==> config.mk <==
export PLATFORM = sky130hd
export DESIGN_NAME = mem_port_arbiter
export DESIGN_NICKNAME = d
export VERILOG_FILES = /design/src/rtl/riscv_pkg.sv /design/src/rtl/mem_lane_fmt.sv /design/src/rtl/mem_port_arbiter.sv
export SDC_FILE = /design/constraint.sdc
export NUM_CORES = 1
export LEC_CHECK = 0
export CAP_MARGIN = 20
export CORE_AREA = 5 5 105 107
export CTS_CLUSTER_DIAMETER = 200
export DETAILED_ROUTE_END_ITERATION = 6
export DIE_AREA = 0 0 110 112
export PLACE_DENSITY = 0.72
export SLEW_MARGIN = 20
export SYNTH_ARGS = -nofsm -noshare
export SYNTH_HDL_FRONTEND = slang
export SYNTH_SLANG_ARGS = --single-unit
export TNS_END_PERCENT = 20
==> constraint.sdc <==
create_clock -name clk -period 3.6 [get_ports clk]
set_clock_uncertainty 0.1 [all_clocks]
set_input_delay 0.72 -clock clk [delete_from_list [all_inputs] [get_ports clk]]
set_output_delay 0.72 -clock clk [all_outputs]
set_load 0.02 [all_outputs]
==> src/rtl/riscv_pkg.sv <==
// Core-wide shared definitions: data width, memory-port arbiter types and
// LSU access-size encodings.
package riscv_pkg;

    localparam int XLEN = 32;

    typedef enum logic [0:0] {
        ARB_IDLE,
        ARB_WAIT_RSP
    } arb_state_e;

    typedef enum logic [0:0] {
        OWN_IFU,
        OWN_LSU
    } arb_owner_e;

    localparam logic [2:0] SIZE_B = 3'b001;
    localparam logic [2:0] SIZE_H = 3'b010;
    localparam logic [2:0] SIZE_W = 3'b100;

endpackage

==> src/rtl/mem_lane_fmt.sv <==
// Byte-enable and store-lane formatter.
// Turns a right-aligned store/load request (size + low address bits) into
// the byte enables and lane-replicated write data seen by a word-wide
// memory port.
//   size       in   access size (SIZE_B / SIZE_H / SIZE_W)
//   adr_lo     in   address bits [1:0]
//   wdata      in   right-aligned store data
//   be         out  byte enables
//   wdata_lane out  store data replicated across every lane
module mem_lane_fmt
    import riscv_pkg::*;
#(
    parameter int XLEN = riscv_pkg::XLEN
) (
    input  logic [2:0]        size,
    input  logic [1:0]        adr_lo,
    input  logic [XLEN-1:0]   wdata,
    output logic [XLEN/8-1:0] be,
    output logic [XLEN-1:0]   wdata_lane
);

    localparam int BE_W = XLEN / 8;

    // Data is replicated into every lane so the byte enables alone select
    // which copy the memory actually writes.
    always_comb begin
        be         = '0;
        wdata_lane = wdata;
        case (size)
            SIZE_B: begin
                be         = BE_W'(1) << adr_lo;
                wdata_lane = {(XLEN/8){wdata[7:0]}};
            end
            SIZE_H: begin
                be         = BE_W'(3) << adr_lo;
                wdata_lane = {(XLEN/16){wdata[15:0]}};
            end
            SIZE_W: begin
                be         = '1;
            end
            default: begin
                be         = '0;
            end
        endcase
    end

endmodule

==> src/rtl/mem_port_arbiter.sv <==
// Core memory-port arbiter shared by instruction fetch (IFU) and the
// load/store unit (LSU). LSU has fixed priority, except that after
// STARVE_LIMIT consecutive LSU grants with a fetch waiting, the fetch wins.
// One transaction is outstanding at a time; the response is routed to its
// owner in the same cycle. Fetch responses in flight across a pipeline flush
// are squashed.
//
// state        | meaning
// -------------+---------------------------------------------------------
// ARB_IDLE     | nothing outstanding, free to issue
// ARB_WAIT_RSP | one access granted, waiting for mem_rvalid_i; may issue
//              | the next access in the cycle the response arrives
//
// Ports:
//   clk, reset_n               clock, asynchronous active-low reset
//   flush_i                    pipeline flush
//   ifu_req_i/adr_i            fetch request and address
//   ifu_gnt_o/rvalid_o/rdata_o/err_o   fetch grant and response
//   lsu_req_i/adr_i/we_i/size_i/wdata_i  LSU request
//   lsu_gnt_o/rvalid_o/rdata_o/err_o   LSU grant and response
//   mem_req_o/adr_o/we_o/be_o/wdata_o  memory request
//   mem_gnt_i/rvalid_i/rdata_i/err_i   memory handshake and response
module mem_port_arbiter
    import riscv_pkg::*;
#(
    parameter int STARVE_LIMIT = 4
) (
    input  logic              clk,
    input  logic              reset_n,
    input  logic              flush_i,

    input  logic              ifu_req_i,
    input  logic [XLEN-1:0]   ifu_adr_i,
    output logic              ifu_gnt_o,
    output logic              ifu_rvalid_o,
    output logic [XLEN-1:0]   ifu_rdata_o,
    output logic              ifu_err_o,

    input  logic              lsu_req_i,
    input  logic [XLEN-1:0]   lsu_adr_i,
    input  logic              lsu_we_i,
    input  logic [2:0]        lsu_size_i,
    input  logic [XLEN-1:0]   lsu_wdata_i,
    output logic              lsu_gnt_o,
    output logic              lsu_rvalid_o,
    output logic [XLEN-1:0]   lsu_rdata_o,
    output logic              lsu_err_o,

    output logic              mem_req_o,
    output logic [XLEN-1:0]   mem_adr_o,
    output logic              mem_we_o,
    output logic [XLEN/8-1:0] mem_be_o,
    output logic [XLEN-1:0]   mem_wdata_o,
    input  logic              mem_gnt_i,
    input  logic              mem_rvalid_i,
    input  logic [XLEN-1:0]   mem_rdata_i,
    input  logic              mem_err_i
);

    localparam int SW = $clog2(STARVE_LIMIT + 1);

    arb_state_e        state_q, state_d;
    arb_owner_e        owner_q, owner_d;
    logic              drop_q, drop_d;
    logic [SW-1:0]     streak_q, streak_d;

    logic              can_issue;
    logic              ifu_eff;
    logic              starved;
    logic              sel_lsu;
    logic              sel_ifu;
    logic              gnt;
    logic              rsp;

    logic [XLEN/8-1:0] lsu_be;
    logic [XLEN-1:0]   lsu_wdata_lane;

    // Fetch address is always word aligned; the low bits carry no meaning.
    logic              ifu_adr_unused;
    assign ifu_adr_unused = ^ifu_adr_i[1:0];

    mem_lane_fmt #(
        .XLEN (XLEN)
    ) u_lane_fmt (
        .size       (lsu_size_i),
        .adr_lo     (lsu_adr_i[1:0]),
        .wdata      (lsu_wdata_i),
        .be         (lsu_be),
        .wdata_lane (lsu_wdata_lane)
    );

    assign rsp       = (state_q == ARB_WAIT_RSP) & mem_rvalid_i;
    assign can_issue = (state_q == ARB_IDLE) | rsp;
    assign ifu_eff   = ifu_req_i & ~flush_i;
    assign starved   = ifu_eff & (streak_q == SW'(STARVE_LIMIT));
    assign sel_lsu   = lsu_req_i & ~starved;
    assign sel_ifu   = ~sel_lsu & ifu_eff;

    // Gated by reset_n so every output is quiet while reset is held, even
    // with requesters still asserting.
    assign mem_req_o = reset_n & can_issue & (sel_lsu | sel_ifu);
    assign gnt       = mem_req_o & mem_gnt_i;
    assign lsu_gnt_o = gnt & sel_lsu;
    assign ifu_gnt_o = gnt & sel_ifu;

    always_comb begin
        mem_adr_o   = '0;
        mem_we_o    = 1'b0;
        mem_be_o    = '0;
        mem_wdata_o = '0;
        if (mem_req_o) begin
            if (sel_lsu) begin
                mem_adr_o   = {lsu_adr_i[XLEN-1:2], 2'b00};
                mem_we_o    = lsu_we_i;
                mem_be_o    = lsu_be;
                mem_wdata_o = lsu_wdata_lane;
            end else begin
                mem_adr_o   = {ifu_adr_i[XLEN-1:2], 2'b00};
                mem_be_o    = '1;
            end
        end
    end

    // Response routing: owner sees the memory response in the same cycle.
    // A fetch response is squashed if a flush happened while it was in
    // flight or coincides with it.
    assign lsu_rvalid_o = rsp & (owner_q == OWN_LSU);
    assign ifu_rvalid_o = rsp & (owner_q == OWN_IFU) & ~drop_q & ~flush_i;
    assign lsu_rdata_o  = lsu_rvalid_o ? mem_rdata_i : '0;
    assign lsu_err_o    = lsu_rvalid_o & mem_err_i;
    assign ifu_rdata_o  = ifu_rvalid_o ? mem_rdata_i : '0;
    assign ifu_err_o    = ifu_rvalid_o & mem_err_i;

    always_comb begin
        state_d  = state_q;
        owner_d  = owner_q;
        drop_d   = drop_q;
        streak_d = streak_q;

        if (can_issue) begin
            state_d = gnt ? ARB_WAIT_RSP : ARB_IDLE;
        end

        if (gnt) begin
            owner_d = sel_lsu ? OWN_LSU : OWN_IFU;
            drop_d  = 1'b0;
        end else if (flush_i && (state_q == ARB_WAIT_RSP) && (owner_q == OWN_IFU)) begin
            drop_d  = 1'b1;
        end

        if (!ifu_eff || ifu_gnt_o) begin
            streak_d = '0;
        end else if (lsu_gnt_o && (streak_q != SW'(STARVE_LIMIT))) begin
            streak_d = streak_q + SW'(1);
        end
    end

    always_ff @(posedge clk or negedge reset_n) begin
        if (!reset_n) begin
            state_q  <= ARB_IDLE;
            owner_q  <= OWN_IFU;
            drop_q   <= 1'b0;
            streak_q <= '0;
        end else begin
            state_q  <= state_d;
            owner_q  <= owner_d;
            drop_q   <= drop_d;
            streak_q <= streak_d;
        end
    end

    // A response with nothing outstanding is dropped by the logic above;
    // flag it so the offending memory model gets noticed.
    always_ff @(posedge clk) begin
        if (reset_n) begin
            assert (!((state_q == ARB_IDLE) && mem_rvalid_i))
                else $warning("mem_rvalid_i seen with no outstanding transaction");
        end
    end

endmodule

==> impl_metrics.toml <==
[outcome]
status = "complete, no violations"

[timing]
final-hold-violation-count = 0
fin_crit_sh = 0.987
setup_viol = 0
rsz0062_at_grt = "no"
max_freq_mhz = 281
drv_slew = 0
fin_crit_ns = 3.55
fin_ws_ns = 0.0457

[min_path]
hold_class = "reg -> reg"

[routing]
wl_met1_mm = 4.69
wl_per_cell_um = 16.5
drc = 0
drt_iter0_drc = 249
wl_met3_mm = 1.38
viasPerCell = 4.91
top_layer_used = "met4"
routed_wl_mm = 12.6
ant_nets = 0
dr.pass1.iters = 4
vias = 3766
wl_met2_mm = 6.34

[synthesis]
syn_avg_cell_area_um2 = 6.22
synth-simple-area-share = 0.437
yosys_register_bits = 6
synthesis.area_um2 = 2230
synth_compound_area_frac = 0.342
ys_warn_count = 0
synthCells = 358
synthDistinctLibCells = 42
yosysSeqAreaShare = 0.0674
synth-xor-area-share = 0.0118
synthMuxAreaShare = 0.0404
synth_top_family_by_area = "simple AND/OR/NAND/NOR gates"
yosys.area_share.adder = 0.0112

[clock_network]
cts_made_buffers = 3
htreeDepth = 1
clock_latency_ns = 0.22
root_buffer = "clkbuf_8"
clockBufferDepth = 2
numClockSinks = 6
cts_tree = "done"
ctsHoldBuffers = 0
clkTransAtPathRegs_ns = 0.04
cts_setup_buffers = 0

[setup_path]
r2r-end = "streak_q[0]"
cp_cell_sequence = "clkdlybuf4s50_1 > and4b_4 > or3_1 > buf_12 > nor2_1 > clkdlybuf4s50_1"
r2r_start = "streak_q[0]"
critPathMaxStageDelay_ns = 0.61
arrival_ns = 2.73
r2r.worst_path.cells = 6
cp_common_cell = "clkdlybuf4s50_1"
required_ns = 2.78
crit_end = "mem_wdata_o[12]"
crit_fanout = 23
endpoint_kind = "primary output"
r2r_slack_ns = 1.92
slowest_stage = "clkdlybuf4s50_1"
crit_path_start = "flush_i"
path_class = "in -> out"
cp-start-kind = "input port"

[finish]
area_delta_synth_final_pct = 142
final_core_util = 0.536
nets = 775
diodes = 0
mostFrequentLayoutCell = "clkdlybuf4s50_1"
layout-drive-gt1-share = 0.0681
layout_common_cells = "clkdlybuf4s50_1, and2_1, a21oi_1"

[global_routing]
overflow = 0
antenna_found_initial = 0
first_global_vias = 3771
grt_max_degree = 36
grt_pass1_wl_mm = 19.2
track_usage = 0.189

[placed_design]
port-buffer-count = 275
place_congestion = 0.829
place_worst_setup_slack_ns = -0.112
post-dp-hpwl_mm = 10.3

[floorplan]
ioPinCount = 280
die_h_um = 112
num_rows = 37
core-area_um2 = 10000
dieWidth_um = 110
initial_core_util = 0.222
die-area_um2 = 12300

[power_and_ir_drop]
total_power_mw = 0.756
powerDensity_nw_per_um2 = 140
p_leak_nw = 2.28
ir_worst_vdd_mv = 0.0965

[flow_run]
maxCapViolations = 0
==> cell usage after synthesis, drive strengths merged <==
| library cell | n | area share |
|---|---|---|
| mux2i | 9 | 0.040 |
| a31oi | 2 | 0.0056 |
| nand4b | 1 | 0.0039 |
| or3 | 1 | 0.0028 |
| ha | 2 | 0.011 |
| nor4bb | 2 | 0.0090 |
| dfrtp | 6 | 0.067 |
| nor2b | 10 | 0.028 |
| o211ai | 3 | 0.010 |
| nand2 | 8 | 0.013 |
| o21bai | 1 | 0.0034 |
| nor3b | 2 | 0.0067 |
| nand3 | 40 | 0.090 |
| nor4 | 1 | 0.0028 |
| a211oi | 9 | 0.039 |
| or4b | 1 | 0.0045 |
| o41ai | 1 | 0.0039 |
| buf | 14 | 0.038 |
| a22oi | 1 | 0.0034 |
| o21ai | 41 | 0.092 |
| inv | 6 | 0.010 |
| xor2 | 2 | 0.0079 |
| or4 | 2 | 0.0067 |
| and4b | 1 | 0.0062 |
| o32ai | 7 | 0.028 |
| o31ai | 8 | 0.027 |
| nor2 | 13 | 0.022 |
| and2 | 75 | 0.21 |
| nor3 | 2 | 0.0045 |
| nand2b | 9 | 0.025 |
| o21a | 7 | 0.024 |
| xnor2 | 1 | 0.0039 |
| o2111ai | 1 | 0.0039 |
| o2111a | 1 | 0.0051 |
| conb | 1 | 0.0017 |
| a21oi | 43 | 0.097 |
| clkbuf | 24 | 0.041 |
==> final cells by class <==
type                       count  area (um2)
sequential                     6         150
multi-input combinational    309        1890
tap                          136         170
fill                         972        4660
inverter                       6        22.5
clock buffer                   3        41.3
timing repair buffer         307        3110
==> sequential cells by signal (all words and copies together) (netlist names) <==
name	cells
streak_q	3
drop_q	1
owner_q	1
state_q	1
==> metal layers <==
| metal | global-route usage | vias up |
|---|---|---|
| met5 | 0 | - |
| met2 | 0.338 | 176 |
| met4 | 0.0416 | 0 |
| met3 | 0.0649 | 18 |
| met1 | 0.213 | 1743 |
| li1 | - | 1829 |
==> worst max-delay path: cells and delay by family <==
family,cells,cell delay (ns)
buffers and inverters,3,1.29
and+or+nand+nor,3,0.72
==> through the flow <==
step	std cells	area [um2]	hold slack, ns	setup TNS (ns)
6_report	767	5390	0.417	0
3_5_place_dp	764	5300	0.415	-0.299
4_1_cts	767	5340	0.419	0
5_1_grt	767	5390	0.454	0
3_3_place_gp	764	5300	0.410	-0.260
2_1_floorplan	359	2230	0.324	0
==> kinds of logic after synthesis <==
family / Yosys count
compound gates: 125
xor+xnor: 3
fa+ha+maj: 2
buf+inv: 44
flops: 6
mux: 9
other cells: 1
simple gates: 168
==> how the worst min path moves through the flow <==
stage / from / to / cells after the start
6_report: streak_q[0] / streak_q[0] / 1
5_1_grt: streak_q[0] / streak_q[0] / 1
4_1_cts: streak_q[0] / streak_q[0] / 1
3_5_place_dp: streak_q[0] / streak_q[0] / 1
3_3_place_gp: streak_q[0] / streak_q[0] / 1
2_1_floorplan: reset_n / drop_q / 0
==> report_power, final <==
part	internal (mW)	switching (mW)	leakage, nW
logic	0.317	0.259	2.18
registers	0.0746	0.00501	0.0792
clock network	0.0718	0.0285	0.0216
==> what timing repair did <==
action	in CTS	in global routing
endpoints found under the hold margin	0	0
resized for setup	6	19
setup endpoints to repair	6	35
No activity file was read; power rests on OpenSTA's default activity.
